$ cat config.mk
export PLATFORM = sky130hd
export DESIGN_NAME = conv_layer_output_interface
export DESIGN_NICKNAME = d
export VERILOG_FILES = /design/src/rtl/conv_layer_output_interface.sv
export SDC_FILE = /design/constraint.sdc
export NUM_CORES = 1
export LEC_CHECK = 0
export CAP_MARGIN = 30
export CORE_MARGIN = 3
export CORE_UTILIZATION = 30
export DETAILED_ROUTE_END_ITERATION = 8
export PLACE_DENSITY = 0.52
export SLEW_MARGIN = 40
export SYNTH_ARGS = -nofsm -noshare
export SYNTH_HDL_FRONTEND = slang
export SYNTH_SLANG_ARGS = --single-unit
$ cat constraint.sdc
create_clock -name clk -period 4.6 [get_ports clk]
set_input_delay 0.92 -clock clk [delete_from_list [all_inputs] [get_ports clk]]
set_output_delay 0.92 -clock clk [all_outputs]
set_load 0.03 [all_outputs]
$ cat src/rtl/conv_layer_output_interface.sv
// conv_layer_output_interface: buffers up to two parallel feature rows and
// serialises them into a 32-bit valid/ready stream with feature-RAM addresses.
`default_nettype none

module conv_layer_output_interface #(
    parameter int WIDTH      = 32,
    parameter int ARRAY_SIZE = 6,
    parameter int OUT_ROWS   = 6,
    parameter int ADDR_WIDTH = 8
) (
    input  logic                          clk,
    input  logic                          rst_n,
    input  logic                          enable,
    input  logic [ARRAY_SIZE*WIDTH-1:0]   i_feature_bus,
    input  logic                          i_bus_valid,
    output logic                          o_bus_ready,
    output logic [WIDTH-1:0]              o_pixel,
    output logic                          o_pixel_valid,
    input  logic                          i_pixel_ready,
    output logic [ADDR_WIDTH-1:0]         o_wr_addr,
    output logic                          o_frame_done,
    output logic [1:0]                    current_state
);

    localparam int COL_W = (ARRAY_SIZE > 1) ? $clog2(ARRAY_SIZE) : 1;
    localparam int ROW_W = $clog2(OUT_ROWS + 1);

    typedef enum logic [1:0] {
        IDLE = 2'd0,
        SEND = 2'd1,
        DONE = 2'd2
    } state_t;

    state_t                        state;
    logic [ARRAY_SIZE*WIDTH-1:0]   slot [2];
    logic                          head;
    logic                          tail;
    logic [1:0]                    occ;
    logic [COL_W-1:0]              col;
    logic [ROW_W-1:0]              out_row;
    logic [ROW_W-1:0]              in_row;
    logic [WIDTH-1:0]              head_words [ARRAY_SIZE];

    logic accept;
    logic xfer;
    logic last_word;
    logic pop;

    // Word 0 sits in the most significant lane of the bus.
    always_comb begin
        for (int k = 0; k < ARRAY_SIZE; k++) begin
            head_words[k] = slot[head][(ARRAY_SIZE-1-k)*WIDTH +: WIDTH];
        end
    end

    assign o_bus_ready   = (state == SEND) && (occ != 2'd2) && (in_row < ROW_W'(OUT_ROWS));
    assign o_pixel_valid = (state == SEND) && (occ != 2'd0);
    assign o_pixel       = o_pixel_valid ? head_words[col] : '0;
    assign o_wr_addr     = ADDR_WIDTH'(out_row) * ADDR_WIDTH'(ARRAY_SIZE) + ADDR_WIDTH'(col);
    assign o_frame_done  = (state == DONE);
    assign current_state = state;

    assign accept    = o_bus_ready && i_bus_valid;
    assign xfer      = o_pixel_valid && i_pixel_ready;
    assign last_word = (col == COL_W'(ARRAY_SIZE - 1));
    assign pop       = xfer && last_word;

    always_ff @(posedge clk or negedge rst_n) begin
        if (!rst_n) begin
            state   <= IDLE;
            slot[0] <= '0;
            slot[1] <= '0;
            head    <= 1'b0;
            tail    <= 1'b0;
            occ     <= 2'd0;
            col     <= '0;
            out_row <= '0;
            in_row  <= '0;
        end else begin
            case (state)
                IDLE: begin
                    if (enable) begin
                        state   <= SEND;
                        col     <= '0;
                        out_row <= '0;
                        in_row  <= '0;
                    end
                end
                SEND: begin
                    if (accept) begin
                        slot[tail] <= i_feature_bus;
                        tail       <= ~tail;
                        in_row     <= in_row + 1'b1;
                    end
                    if (xfer) begin
                        if (last_word) begin
                            col     <= '0;
                            head    <= ~head;
                            out_row <= out_row + 1'b1;
                        end else begin
                            col <= col + 1'b1;
                        end
                    end
                    case ({accept, pop})
                        2'b10:   occ <= occ + 2'd1;
                        2'b01:   occ <= occ - 2'd1;
                        default: occ <= occ;
                    endcase
                    // Last word of the frame: park counters so the address idles at 0.
                    if (pop && (out_row == ROW_W'(OUT_ROWS - 1))) begin
                        state   <= DONE;
                        col     <= '0;
                        out_row <= '0;
                        in_row  <= '0;
                    end
                end
                DONE: begin
                    state <= IDLE;
                end
                default: begin
                    state <= IDLE;
                end
            endcase
        end
    end

endmodule

`default_nettype wire

==> reports/metrics.cfg, run 1 <==
[critical_path]
worstPathArrival_ns = 3.33
worstSetupStartpoint = current_state[1]
criticalPathCategory = register to output port
crit_family = buffers and inverters
endpoint_kind = output port
ff2ff_path_depth = 5
cp.depth = 6
worstPathCellList = nand2b_1, nor2_1, nand3b_1, buf_4, o22ai_1, clkdlybuf4s50_1
start_kind = register
max_stage_delay_ns = 0.78
critPathMaxFanout = 32
crit_buf_inv = 2
r2r_start = col[0]
cp.required_ns = 3.68
slowest_stage = clkdlybuf4s50_1

[drt]
wl_per_cell_um = 22.7
avgViaCountPerCell = 4.72
ant_nets = 0
vias = 10700
drt_iter0_drc = 505
drc = 0
firstDrtPassIters = 4
wirelength_mm = 51.6

[power]
p_switching_mw = 6.76
ir_worst_vdd_mv = 0.620
p_total_mw = 19.9
power.density_nw_per_um2 = 818
leakage_nw = 10.7
power_frac_comb_pct = 47.9
p_clk_share_pct = 19.2
switching_share_pct = 34.0
p_seq_share_pct = 32.9
power.internal_mw = 13.1

[logic_synthesis]
yosys_warnings = 0
synth_compound_area_share_pct = 1.63
ys.flop_type = dfrtp_1
synthAdderAreaFrac_pct = 0.782
synthMuxAreaShare_pct = 40.2
synthCells = 1142
synth-edff-count = 0
synth_xor_area_share_pct = 0.449
syn_area_per_cell_sq_um = 17.1
syn_area_sq_um = 19500
yosysUniqueCellTypes = 49
seq_area_frac_synth_pct = 51.2
synth_simple_gate_area_share_pct = 1.24
async_flop_share_pct = 100
synth_area_leaders = dfrtp_1 51%, mux2_4 21%, mux4_2 11%, mux2_2 4.5%, mux2_1 2.2%
post_synth_most_frequent_cells = 399 x dfrtp_1, 270 x mux2_4, 96 x mux4_2
syn_nets = 1350
synth.most_common_cell = dfrtp_1
synth_area_leader_cell = dfrtp_1
synth_top_family_by_area = multiplexers
yosysTopAreaCellShare_pct = 51.2
yosys_register_bits = 399

[placement]
pre_cts_slack_ns = 0.724
dp_hpwl_mm = 35.3
numPortBuffers = 240
dp_cells = 2182
dpl_cell_area_sq_um = 22700
gp_congestion = 0.763

[timing]
final_hold_viol_count = 0
layout_setup_ws_ns = 0.353
setup_tns_ns = 0
finClkSkew_ns = 0.0153
final-max-slew-violation-count = 0
tightestPinTransition_ns = 0.736
max_freq_mhz = 235
setup_viol = 0
rsz0062_at_grt = false
slew_headroom_pct = 51.0
whs_ns = 0.305
fin_crit_sh_pct = 92.3
post-route-min-period_ns = 4.25

[global_routing]
grt_max_degree = 83
grt_pass1_wl_mm = 78.5
grt_remaining_overflow = 0
grt_pass1_vias = 12200
grtUsageTotal_pct = 15.3
antenna_found_initial = 24

[clocking]
clk_latency_ns = 0.57
clock_path_buffers = 3
clk_pin_slew_ns = 0.06
clock-sinks = 399
cts_root_buf = clkbuf_16
cts_hold_buf = 0
postCtsSetupBuffers = 0
cts_buffers = 47
cts_tree = done
htreeDepth = 2
cts.repair.resized = 0

[floorplanning]
core-area_sq_um = 63800
die-height_um = 261
die_area_sq_um = 68200
boundaryPins = 242
num_rows = 92
initial_core_util_pct = 30.6
dieWidth_um = 261

[layout]
postLayoutCellArea_sq_um = 24300
utilization_pct = 38.1
fill_cells = 6001
drive_gt1_share_pct = 39.4
fin_cells = 2274
area_growth_pct = 24.5
final_nets = 1593

[run]
maxCapViolCount = 0

[status]
status = finished, final reports clean

[min_path]
hp-class = primary input to asynchronous set/reset pin

==> logic make-up (layout without fill, tap and decap cells) <==
| logic type | Yosys count | count (layout) |
|---|---|---|
| flip-flops | 399 | 399 |
| adder cells (fa/ha/maj) | 11 | 11 |
| buffers and inverters | 115 | 393 |
| other | 1 | 9 |
| AO/OA/AOI/OAI | 49 | 49 |
| XOR/XNOR | 10 | 10 |
| AND/OR/NAND/NOR | 42 | 42 |
| multiplexers | 515 | 515 |
==> final cells by class <==
cell class / count / area [sq um] / share of cell area [%]
Tap cell: 846 / 1060 / 4.35
Clock buffer: 73 / 1420 / 5.83
Clock inverter: 11 / 158 / 0.648
Timing Repair Buffer: 272 / 2840 / 11.7
Multi-Input combinational cell: 628 / 8680 / 35.7
Antenna cell: 8 / 20.0 / 0.0823
Inverter: 37 / 141 / 0.582
Sequential cell: 399 / 10000 / 41.1
==> final timing paths <==
kind / endpoint / slack, ns
worst min-delay path: slot[120] / 0.31
worst max-delay path: o_pixel[18] / 0.35
worst min register to register: slot[342] / 0.48
min in group clk: slot[342] / 0.48
max in group asynchronous: slot[356] / 3.10
worst max register to register: in_row[0] / 1.77
==> power by group through the flow <==
stage,sequential [mW],combinational (mW),clock [mW]
floorplan,6.00,7.47,0
finish,6.54,9.53,3.81
global placement,6.53,9.58,0
detailed placement,6.57,9.69,0
global route,6.80,10.2,4.09
CTS,6.56,9.72,3.94
==> placed cells by master, fill, tap and decap left out, types with 4 or more instances in the layout <==
| cell | n |
|---|---|
| dfrtp_1 | 396 |
| mux2_4 | 270 |
| clkdlybuf4s50_1 | 239 |
| mux4_2 | 96 |
| mux2_2 | 78 |
| clkbuf_16 | 49 |
| mux2_1 | 39 |
| inv_1 | 36 |
| mux2i_1 | 32 |
| o22ai_1 | 31 |
| buf_4 | 18 |
| clkbuf_1 | 14 |
| buf_12 | 12 |
| nor2_1 | 10 |
| nand2_1 | 10 |
| clkbuf_8 | 10 |
| ha_1 | 9 |
| diode_2 | 8 |
| xor2_1 | 6 |
| clkinv_2 | 6 |
| a21oi_1 | 4 |
| xnor2_1 | 4 |
| bufinv_16 | 4 |
==> per-layer routing <==
metal	track usage (%)	routed length (um)	vias to the layer above
met2	25.7	25100	241
met1	18.7	21400	5659
li1	-	-	4707
met3	5.36	3870	89
met5	0	192	-
met4	3.96	1050	28
==> sequential cells by signal, summed over array words and instances (netlist names) <==
register / cells
col: 3
current_state: 2
head: 1
in_row: 3
occ: 2
out_row: 3
slot: 384
tail: 1
Note: power is estimated with default switching activity, not from simulation.
==> inputs of run 2 (changes only) <==
--- a/config.mk
+++ b/config.mk
@@ -10,7 +10,7 @@
 export CORE_UTILIZATION = 30
 export DETAILED_ROUTE_END_ITERATION = 8
 export PLACE_DENSITY = 0.52
-export SLEW_MARGIN = 40
+export SLEW_MARGIN = 20
 export SYNTH_ARGS = -nofsm -noshare
 export SYNTH_HDL_FRONTEND = slang
 export SYNTH_SLANG_ARGS = --single-unit
==> run 2 against run 1 <==
Net effect: global-route usage about the same; critical path depth stayed put; largest power group unchanged; hold slack improved by 0.11 ns; worst setup slack got worse by 0.019 ns; flip-flop and latch count is the same; count of clock-buffer cells in the layout shrank 3; core utilization is 0.12 points higher; total power increased by 1.0%; combinational power increased by 0.6%; via count fell by 0.57%; register-to-register slack hardly changed.
==> reports/metrics.cfg, run 2 (synthesis results as in run 1) <==
[critical_path]
r2r_start = col[0]
cp.required_ns = 3.68
slowest_stage = clkdlybuf4s50_1
start_kind = register
max_stage_delay_ns = 0.78
criticalPathCategory = register to output port
ff2ff_path_depth = 5
rr_endpoint = in_row[0]
endpoint_kind = output port
reg2reg_slack_ns = 1.78
worstPathCellList = nand2b_1, nor2_1, nand3b_1, buf_4, o22ai_1, clkdlybuf4s50_1
critPathMaxFanout = 32
worstPathArrival_ns = 3.35

[clocking]
clk_latency_ns = 0.57
clk_pin_slew_ns = 0.06
clock-sinks = 399
cts_buffers = 46
cts_tree = done
htreeDepth = 2
cts_root_buf = clkbuf_16
cts_hold_buf = 0
clock_path_buffers = 3
postCtsSetupBuffers = 0

[run]
maxCapViolCount = 0

[global_routing]
antenna_found_initial = 21
grt_pass1_vias = 12200
grt_remaining_overflow = 0
grtUsageTotal_pct = 15.2
grt_pass1_wl_mm = 78.3
grt_max_degree = 117

[layout]
final_nets = 1591
area_growth_pct = 24.9
postLayoutCellArea_sq_um = 24400
utilization_pct = 38.2
fill_cells = 5940
largest_reg_flops = 384
final_cell_mix = 396 x dfrtp_1, 270 x mux2_4, 239 x clkdlybuf4s50_1
multi_input_area_sq_um = 8680
fin_cells = 2275
drive_gt1_share_pct = 40.0
registers.top_by_ff_count = slot
regArea_sq_um = 9990
layout_commonest_cell = dfrtp_1

[status]
status = finished, final reports clean

[placement]
numPortBuffers = 240
gp_congestion = 0.763
dpl_cell_area_sq_um = 22700
dp_cells = 2181
dp_hpwl_mm = 35.1
pre_cts_slack_ns = 0.715

[timing]
finClkSkew_ns = 0.0162
rsz0062_at_grt = false
layout_setup_ws_ns = 0.333
post-route-min-period_ns = 4.27
setup_viol = 0
final_hold_viol_count = 0
final-max-slew-violation-count = 0
max_freq_mhz = 234
slew_headroom_pct = 36.0
tightestPinTransition_ns = 0.960
fin_crit_sh_pct = 92.8
whs_ns = 0.420
setup_tns_ns = 0

[drt]
firstDrtPassIters = 4
ant_nets = 0
wirelength_mm = 51.4
drc = 0
vias = 10700
wl_per_cell_um = 22.6
avgViaCountPerCell = 4.69
drt_iter0_drc = 568

[power]
switching_share_pct = 33.8
ir_worst_vdd_mv = 0.670
leakage_nw = 10.7
power.density_nw_per_um2 = 824
power_frac_comb_pct = 47.8
power.internal_mw = 13.3
p_switching_mw = 6.80
p_seq_share_pct = 32.4
p_total_mw = 20.1
p_clk_share_pct = 19.9

[floorplanning]
initial_core_util_pct = 30.6
num_rows = 92
die_area_sq_um = 68200
boundaryPins = 242
core-area_sq_um = 63800
dieWidth_um = 261
die-height_um = 261

[min_path]
hp-class = primary input to asynchronous set/reset pin

-- run 2: cell types whose count changed in the layout (fill, tap and decap cells not counted) --
cell,change
clkbuf_1,-9
clkbuf_8,+6
buf_16,-2
clkinv_2,+2
clkinv_4,+2
buf_12,+1
bufinv_16,+1
clkinv_8,+1
clkinvlp_4,-1
dfrtp_2,+1
dfrtp_4,-1
-- run 2: area by class of cell --
class                   instances  share of cell area [%]
well taps                     846                    4.34
repair buffers                271                    11.5
inverters                      37                   0.580
clock buffers                  70                    6.01
flip-flops and latches        399                    41.0
clock inverters                16                   0.918
multi-input cells             628                    35.6
diodes                          8                  0.0821
-- run 2: how the worst max path moves through the flow --
stage                          start     endpoint  slack (ns)  cells past startpoint
floorplan           current_state[1]   o_pixel[0]        1.24                      6
global placement    current_state[1]  o_pixel[18]        0.72                      4
detailed placement  current_state[1]  o_pixel[18]        0.72                      4
CTS                 current_state[1]  o_pixel[16]        0.07                      4
global route                    head  o_pixel[15]        0.19                      5
finish              current_state[1]  o_pixel[19]        0.33                      6
-- run 2: worst max-delay path, delay by kind of cell, from the launching register on --
family,cells,cell delay [ns]
and+or+nand+nor,3,0.69
AOI/OAI and AO/OA,1,0.50
buffers and inverters,2,1.05
DFF,1,0.50
-- run 2: power by group through the flow --
stage	Sequential [mW]	Combinational (mW)	Clock, mW
detailed placement	6.52	9.74	0
finish	6.50	9.59	3.99
floorplan	6.00	7.47	0
CTS	6.51	9.77	4.13
global placement	6.53	9.58	0
global route	6.75	10.2	4.27
-- run 2: routing by layer --
layer / up-vias / GRT usage, % / part of all wire, %
met5: - / 0 / 0.31
met4: 24 / 3.77 / 1.8
met3: 79 / 5.09 / 7.0
met2: 209 / 25.7 / 49
met1: 5620 / 18.9 / 42
li1: 4731 / - / -
-- run 2: what timing repair did --
item	in CTS	in global routing
gates resized for setup	0	2
endpoints found under the hold margin	0	0
setup endpoints to repair	0	3
